<file path="src/rtl/uart_pkg.sv">
// Shared UART definitions: arbiter FSM states and the delay-value width used by uart_delay.
package uart_pkg;

    localparam int unsigned UART_DVW       = 11;
    localparam int unsigned UART_GUARD_DEF = 16;

    typedef enum logic [1:0] {
        ST_IDLE  = 2'd0,
        ST_GRANT = 2'd1,
        ST_DRAIN = 2'd2
    } arb_state_t;

endpackage

</file>
<file path="src/rtl/uart_tx_arb_if.sv">
// Bundle between the per-lane UART TX cores and the channel arbiter.
interface uart_tx_arb_if
    import uart_pkg::*;
#(
    parameter int unsigned N   = 4,
    parameter int unsigned DVW = UART_DVW
);
    logic [N-1:0]     req;
    logic [N-1:0]     txd;
    logic [N*DVW-1:0] dv_cfg;
    logic [N-1:0]     gnt;
    logic             dly_txsdi;
    logic [DVW-1:0]   dly_dv;
    logic             busy;
    logic             abort;

    modport master (
        output req, txd, dv_cfg,
        input  gnt, dly_txsdi, dly_dv, busy, abort
    );

    modport slave (
        input  req, txd, dv_cfg,
        output gnt, dly_txsdi, dly_dv, busy, abort
    );
endinterface

</file>
<file path="src/rtl/rr_pick.sv">
// Combinational round-robin first-one finder: lowest asserted index at or after i_ptr, wrapping.
module rr_pick #(
    parameter int unsigned N    = 4,
    parameter int unsigned SELW = 2
) (
    input  logic [N-1:0]    i_req,
    input  logic [SELW-1:0] i_ptr,
    output logic [SELW-1:0] o_sel,
    output logic            o_found
);

    int unsigned v_idx;

    // Scan N positions starting at the pointer; the first hit wins.
    always_comb begin
        o_sel   = '0;
        o_found = 1'b0;
        v_idx   = 0;
        for (int unsigned k = 0; k < N; k++) begin
            v_idx = (32'(i_ptr) + k) % N;
            if (!o_found && i_req[SELW'(v_idx)]) begin
                o_found = 1'b1;
                o_sel   = SELW'(v_idx);
            end
        end
    end

endmodule

</file>
<file path="src/rtl/uart_tx_arb.sv">
// Round-robin arbiter sharing one uart_delay channel between N UART transmitters.
module uart_tx_arb
    import uart_pkg::*;
#(
    parameter int unsigned N     = 4,
    parameter int unsigned DVW   = UART_DVW,
    parameter int unsigned GUARD = UART_GUARD_DEF
) (
    input  logic          clk,
    input  logic          rst,
    uart_tx_arb_if.slave  io_bus
);

    localparam int unsigned SELW = (N > 1) ? $clog2(N) : 1;
    localparam int unsigned CW   = DVW + 9;

    arb_state_t       r_state;
    logic [SELW-1:0]  r_sel;
    logic [SELW-1:0]  r_ptr;
    logic [N-1:0]     r_gnt;
    logic             r_txsdi;
    logic [DVW-1:0]   r_dv;
    logic             r_busy;
    logic             r_abort;
    logic [CW-1:0]    r_drain;

    logic [SELW-1:0]  w_sel;
    logic             w_found;

    rr_pick #(
        .N    (N),
        .SELW (SELW)
    ) u_pick (
        .i_req   (io_bus.req),
        .i_ptr   (r_ptr),
        .o_sel   (w_sel),
        .o_found (w_found)
    );

    // Arbitration FSM with registered grant, data mux, delay value and drain counter.
    always_ff @(posedge clk or negedge rst) begin
        if (!rst) begin
            r_state <= ST_IDLE;
            r_sel   <= '0;
            r_ptr   <= '0;
            r_gnt   <= '0;
            r_txsdi <= 1'b1;
            r_dv    <= '0;
            r_busy  <= 1'b0;
            r_abort <= 1'b0;
            r_drain <= '0;
        end else begin
            r_abort <= 1'b0;
            case (r_state)
                ST_IDLE: begin
                    if (w_found) begin
                        r_sel   <= w_sel;
                        r_gnt   <= N'(1) << w_sel;
                        r_dv    <= io_bus.dv_cfg[32'(w_sel)*DVW +: DVW];
                        r_busy  <= 1'b1;
                        r_state <= ST_GRANT;
                    end
                end
                ST_GRANT: begin
                    if (!io_bus.req[r_sel]) begin
                        // Release: idle the line and wait for the delay line plus guard.
                        r_gnt   <= '0;
                        r_txsdi <= 1'b1;
                        r_drain <= CW'(r_dv) + CW'(GUARD);
                        r_abort <= ~io_bus.txd[r_sel];
                        r_state <= ST_DRAIN;
                    end else begin
                        r_txsdi <= io_bus.txd[r_sel];
                    end
                end
                ST_DRAIN: begin
                    if (r_drain == '0) begin
                        r_ptr   <= (32'(r_sel) == N - 1) ? '0 : r_sel + SELW'(1);
                        r_busy  <= 1'b0;
                        r_state <= ST_IDLE;
                    end else begin
                        r_drain <= r_drain - CW'(1);
                    end
                end
                default: begin
                    r_gnt   <= '0;
                    r_txsdi <= 1'b1;
                    r_busy  <= 1'b0;
                    r_state <= ST_IDLE;
                end
            endcase
        end
    end

    assign io_bus.gnt       = r_gnt;
    assign io_bus.dly_txsdi = r_txsdi;
    assign io_bus.dly_dv    = r_dv;
    assign io_bus.busy      = r_busy;
    assign io_bus.abort     = r_abort;

endmodule

</file>
<file path="src/flat_wrapper.sv">
// flat-port wrapper written by rule: the top's interface ports become plain ports
module uart_tx_arb_flat import uart_pkg::*;
#(
    parameter int unsigned N     = 4,
    parameter int unsigned DVW   = UART_DVW,
    parameter int unsigned GUARD = UART_GUARD_DEF
)
  (clk, rst, io_bus_req, io_bus_txd, io_bus_dv_cfg, io_bus_gnt, io_bus_dly_txsdi, io_bus_dly_dv, io_bus_busy, io_bus_abort);
  uart_tx_arb_if #(.N(N), .DVW(DVW)) io_bus_i ();
  input  logic clk;
  input  logic rst;
  input wire logic [$bits(io_bus_i.req)-1:0] io_bus_req;
  input wire logic [$bits(io_bus_i.txd)-1:0] io_bus_txd;
  input wire logic [$bits(io_bus_i.dv_cfg)-1:0] io_bus_dv_cfg;
  output wire logic [$bits(io_bus_i.gnt)-1:0] io_bus_gnt;
  output wire logic [$bits(io_bus_i.dly_txsdi)-1:0] io_bus_dly_txsdi;
  output wire logic [$bits(io_bus_i.dly_dv)-1:0] io_bus_dly_dv;
  output wire logic [$bits(io_bus_i.busy)-1:0] io_bus_busy;
  output wire logic [$bits(io_bus_i.abort)-1:0] io_bus_abort;
  assign io_bus_i.req = io_bus_req;
  assign io_bus_i.txd = io_bus_txd;
  assign io_bus_i.dv_cfg = io_bus_dv_cfg;
  assign io_bus_gnt = io_bus_i.gnt;
  assign io_bus_dly_txsdi = io_bus_i.dly_txsdi;
  assign io_bus_dly_dv = io_bus_i.dly_dv;
  assign io_bus_busy = io_bus_i.busy;
  assign io_bus_abort = io_bus_i.abort;
  uart_tx_arb #(.N(N), .DVW(DVW), .GUARD(GUARD)) u_core (.clk(clk), .rst(rst), .io_bus(io_bus_i));
endmodule
</file>
<file path="config.mk">
export PLATFORM = sky130hd
export DESIGN_NAME = uart_tx_arb_flat
export DESIGN_NICKNAME = d
export VERILOG_FILES = /design/src/rtl/uart_pkg.sv /design/src/rtl/uart_tx_arb_if.sv /design/src/rtl/rr_pick.sv /design/src/rtl/uart_tx_arb.sv /design/src/flat_wrapper.sv
export SDC_FILE = /design/constraint.sdc
export NUM_CORES = 1
export LEC_CHECK = 0
export CORE_AREA = 2 2 102 124
export CTS_BUF_LIST = sky130_fd_sc_hd__clkbuf_2 sky130_fd_sc_hd__clkbuf_4 sky130_fd_sc_hd__clkbuf_8
export CTS_CLUSTER_DIAMETER = 200
export DETAILED_ROUTE_END_ITERATION = 8
export DIE_AREA = 0 0 104 126
export HOLD_SLACK_MARGIN = 0.1
export PLACE_DENSITY_LB_ADDON = 0.08
export SYNTH_ARGS = -nofsm -noshare
export SYNTH_HDL_FRONTEND = slang
export SYNTH_SLANG_ARGS = --single-unit
</file>
<file path="constraint.sdc">
create_clock -name clk -period 4.3 [get_ports clk]
set_input_delay 0.645 -clock clk [delete_from_list [all_inputs] [get_ports clk]]
set_output_delay 0.645 -clock clk [all_outputs]
set_load 0.01 [all_outputs]
</file>
==> results by group <==
Clocking
  – Worst-Skew Late Latency: 300 ps
  – Clock slew seen by the registers of the worst setup and hold paths: 90 ps
  – CTS tree: done
  – Post-CTS resize count: 0
  – Clock root buffer: clkbuf_8
  – Hold-fix buffers, CTS: 0
  – Max H-tree Level: 2
  – Setup bufs post-CTS: 0
  – Cts bufs inserted: 5
  – Clock buffer depth: 2
  – Clk sinks: 44

Detailed routing
  – DR vias/cell: 5.17
  – First-pass DRT Iterations: 4
  – Drt drc: 0
  – ANT nets after route: 0
  – Via count: 2875
  – DR WL/cell: 16.5 um
  – Starting DRT DRC Count: 121
  – Total wire length: 9200 um

Placement
  – Dpl hpwl: 6870 um
  – RePlAce Congestion: 0.738
  – Placed cell areas: 0.00382 sq mm
  – # port buffers: 71

Floorplan
  – Die Y: 126 um
  – DIE AREA: 0.0131 sq mm
  – Io pins: 72
  – Starting Density: 0.247
  – CORE AREA: 0.0119 sq mm
  – DIE WIDTH: 104 um
  – Row cnt: 44

Final layout
  – Most common cell after layout, fill and taps aside: clkdlybuf4s50_1
  – Synth-to-layout area growth: 34.1%
  – Most frequent cells in the layout: clkdlybuf4s50_1 (70), dfrtp_1 (43), nand2_1 (33)
  – Antenna cells: 0
  – Share of layout cells above drive strength 1: 0.0759
  – Final Net Count: 455
  – Post-route cell area: 0.00393 sq mm

Logic synthesis
  – Asr flop ratio synth: 1.00
  – Post-Syn Instances: 328
  – #FFs+latches synth: 44
  – Synth Area per Inst: 8.94 sq um
  – Netlist cell types: 54
  – Top cell type's share of synthesized area: 0.367
  – Sequential cell area fraction in the yosys report: 0.376
  – EDFF count, synth: 0
  – Yosys warning count: 0
  – Synth top area cells: dfrtp_1 (37%), mux2i_1 (4.4%), o21ai_0 (4.4%)
  – Mapped Nets: 389
  – Predominant post-synthesis flop cell: dfrtp_1
  – Dominant cell type by area after synthesis: dfrtp_1
  – Mapped Area: 0.00293 sq mm

Pwr
  – Psw: 977 uW
  – Cell internal pwr: 1250 uW
  – Sequential Power Share: 0.336
  – VDD IR-drop max: 0.179 mV
  – Combinational Power Share: 0.516
  – Sw frac: 0.438
  – Clock power frac: 0.147
  – Leakage: 0.00150 uW
  – Pwr dens: 567 mW/mm^2

Setup path
  – CP startpoint: io_bus_req[2]
  – Reg2reg end: u_core.r_drain[16]$_DFFE_PN0P_
  – Worst flop-to-flop path startpoint: u_core.r_drain[4]$_DFFE_PN0P_
  – R2r setup slk: 1620 ps
  – Crit end category: flop
  – FF-to-FF path depth: 5
  – CP max FO: 13
  – Startpoint types: input port
  – Crit path required time: 4490 ps
  – Worst Path Arrival: 3090 ps
  – Crit Path Category: in2reg
  – CP endpoint: u_core.r_drain[6]$_DFFE_PN0P_

GRT
  – Vias in the first global route: 2884
  – Antenna violations before repair: 0
  – Gr ovfl total: 0
  – Largest net degree at the start of global routing: 45
  – First-pass GRT wire length: 15100 um
  – Global-route usage over all layers: 0.142

STA
  – Final setup skew: 7.14 ps
  – Min Clock Period, post-route: 2900 ps
  – Hold slack: 430 ps
  – Slew Viols, Final: 0
  – Setup violations, final: 0
  – TNS Setup: 0 ps
  – Worst slew margin: 0.426
  – Fin. Hold Viols: 0
  – Final period utilization: 0.674
  – Max Fclk: 0.345 GHz
  – Unrepaired setup endpoints after global routing: false
  – Tightest Pin Transition: 859 ps

Status
  – Status: complete, no violations

Run
  – Max-Cap Viols: 0

Hold path
  – Worst min path class: in2async
==> registers in the layout, indices dropped and copies added (netlist names) <==
| register | count |
|---|---|
| u_core.r_ptr | 2 |
| u_core.io_bus.gnt | 4 |
| u_core.io_bus.abort | 1 |
| u_core.io_bus.busy | 1 |
| u_core.io_bus.dly_txsdi | 1 |
| u_core.r_state | 2 |
| u_core.r_drain | 20 |
| u_core.r_sel | 2 |
| u_core.io_bus.dly_dv | 11 |
==> how the worst min path moves through the flow <==
stage	endpoint	slack, ps	cells after the start	start
3_5_place_dp	u_core.r_drain[7]$_DFFE_PN0P_	470	1	u_core.r_drain[7]$_DFFE_PN0P_
2_1_floorplan	u_core.io_bus.abort$_DFF_PN0_	350	0	rst
6_report	u_core.io_bus.abort$_DFF_PN0_	430	2	rst
5_1_grt	u_core.io_bus.abort$_DFF_PN0_	470	2	rst
4_1_cts	u_core.r_drain[17]$_DFFE_PN0P_	460	2	rst
3_3_place_gp	u_core.r_drain[7]$_DFFE_PN0P_	490	1	u_core.r_drain[7]$_DFFE_PN0P_
==> final cells by class <==
class	instances	area, sq um
repair buffers	79	766
clock inverters	2	35.0
multi-input cells	253	1710
clock buffers	6	76.3
flip-flops and latches	44	1100
inverters	11	41.3
well taps	161	201
fillers	1323	7960
==> layer usage <==
layer  track usage  vias up  share of wire
li1              -     1399              -
met1         0.176     1398           0.44
met2         0.255       72           0.50
met3        0.0264        6          0.041
met4        0.0334        0          0.010
met5             0        -              0
==> power groups by stage <==
| stage | combinational [uW] | clock [uW] | sequential, uW |
|---|---|---|---|
| floorplan | 714 | 0 | 739 |
| global placement | 1160 | 0 | 762 |
| detailed placement | 1160 | 0 | 760 |
| CTS | 1170 | 348 | 754 |
| global route | 1290 | 359 | 782 |
| finish | 1150 | 328 | 750 |
==> cells in the mapped netlist, types with 2 or more instances <==
master / number
o22ai_1: 5
mux4_2: 2
o311ai_0: 3
xnor2_1: 3
o2bb2ai_1: 4
nor4b_1: 2
a21oi_1: 19
a31oi_1: 5
a2bb2oi_1: 2
o211ai_1: 12
nor2_1: 12
or4_4: 2
and2_1: 2
a21o_1: 2
or3_1: 2
nand4_1: 2
o31ai_1: 3
a32o_1: 4
buf_2: 2
nand2b_1: 4
nand2_1: 33
a22o_1: 2
o21ai_0: 26
a211o_1: 12
mux2i_1: 13
dfrtp_1: 43
xor2_1: 2
or4_1: 7
o41ai_1: 3
clkbuf_1: 18
and3_1: 3
ha_1: 7
inv_1: 11
nor4_1: 7
nand3_1: 21
nor3_1: 10
==> through the flow <==
step,setup WS (ps),std cells,power [uW],utilization
5_1_grt,1230,556,2430,0.331
6_report,1400,556,2230,0.331
3_3_place_gp,1130,548,1920,0.321
3_5_place_dp,1080,548,1920,0.321
4_1_cts,1400,556,2270,0.331
2_1_floorplan,1800,328,1450,-
==> worst max-delay path: stages <==
cell and delay (ps):
clkdlybuf4s50_1 510, mux4_2 590, a21o_1 390, a41oi_1 590
o21ai_0 200, o2bb2ai_1 160
==> kinds of logic after synthesis <==
logic type | count (synthesis) | share of synthesized area
AOI/OAI and AO/OA | 114 | 0.277
and+or+nand+nor | 111 | 0.198
DFF | 44 | 0.376
buffers and inverters | 31 | 0.0405
muxes | 16 | 0.0636
adders and majority gates | 7 | 0.0299
xor gates and xnor gates | 5 | 0.0149
No activity file was read; power rests on OpenSTA's default activity.
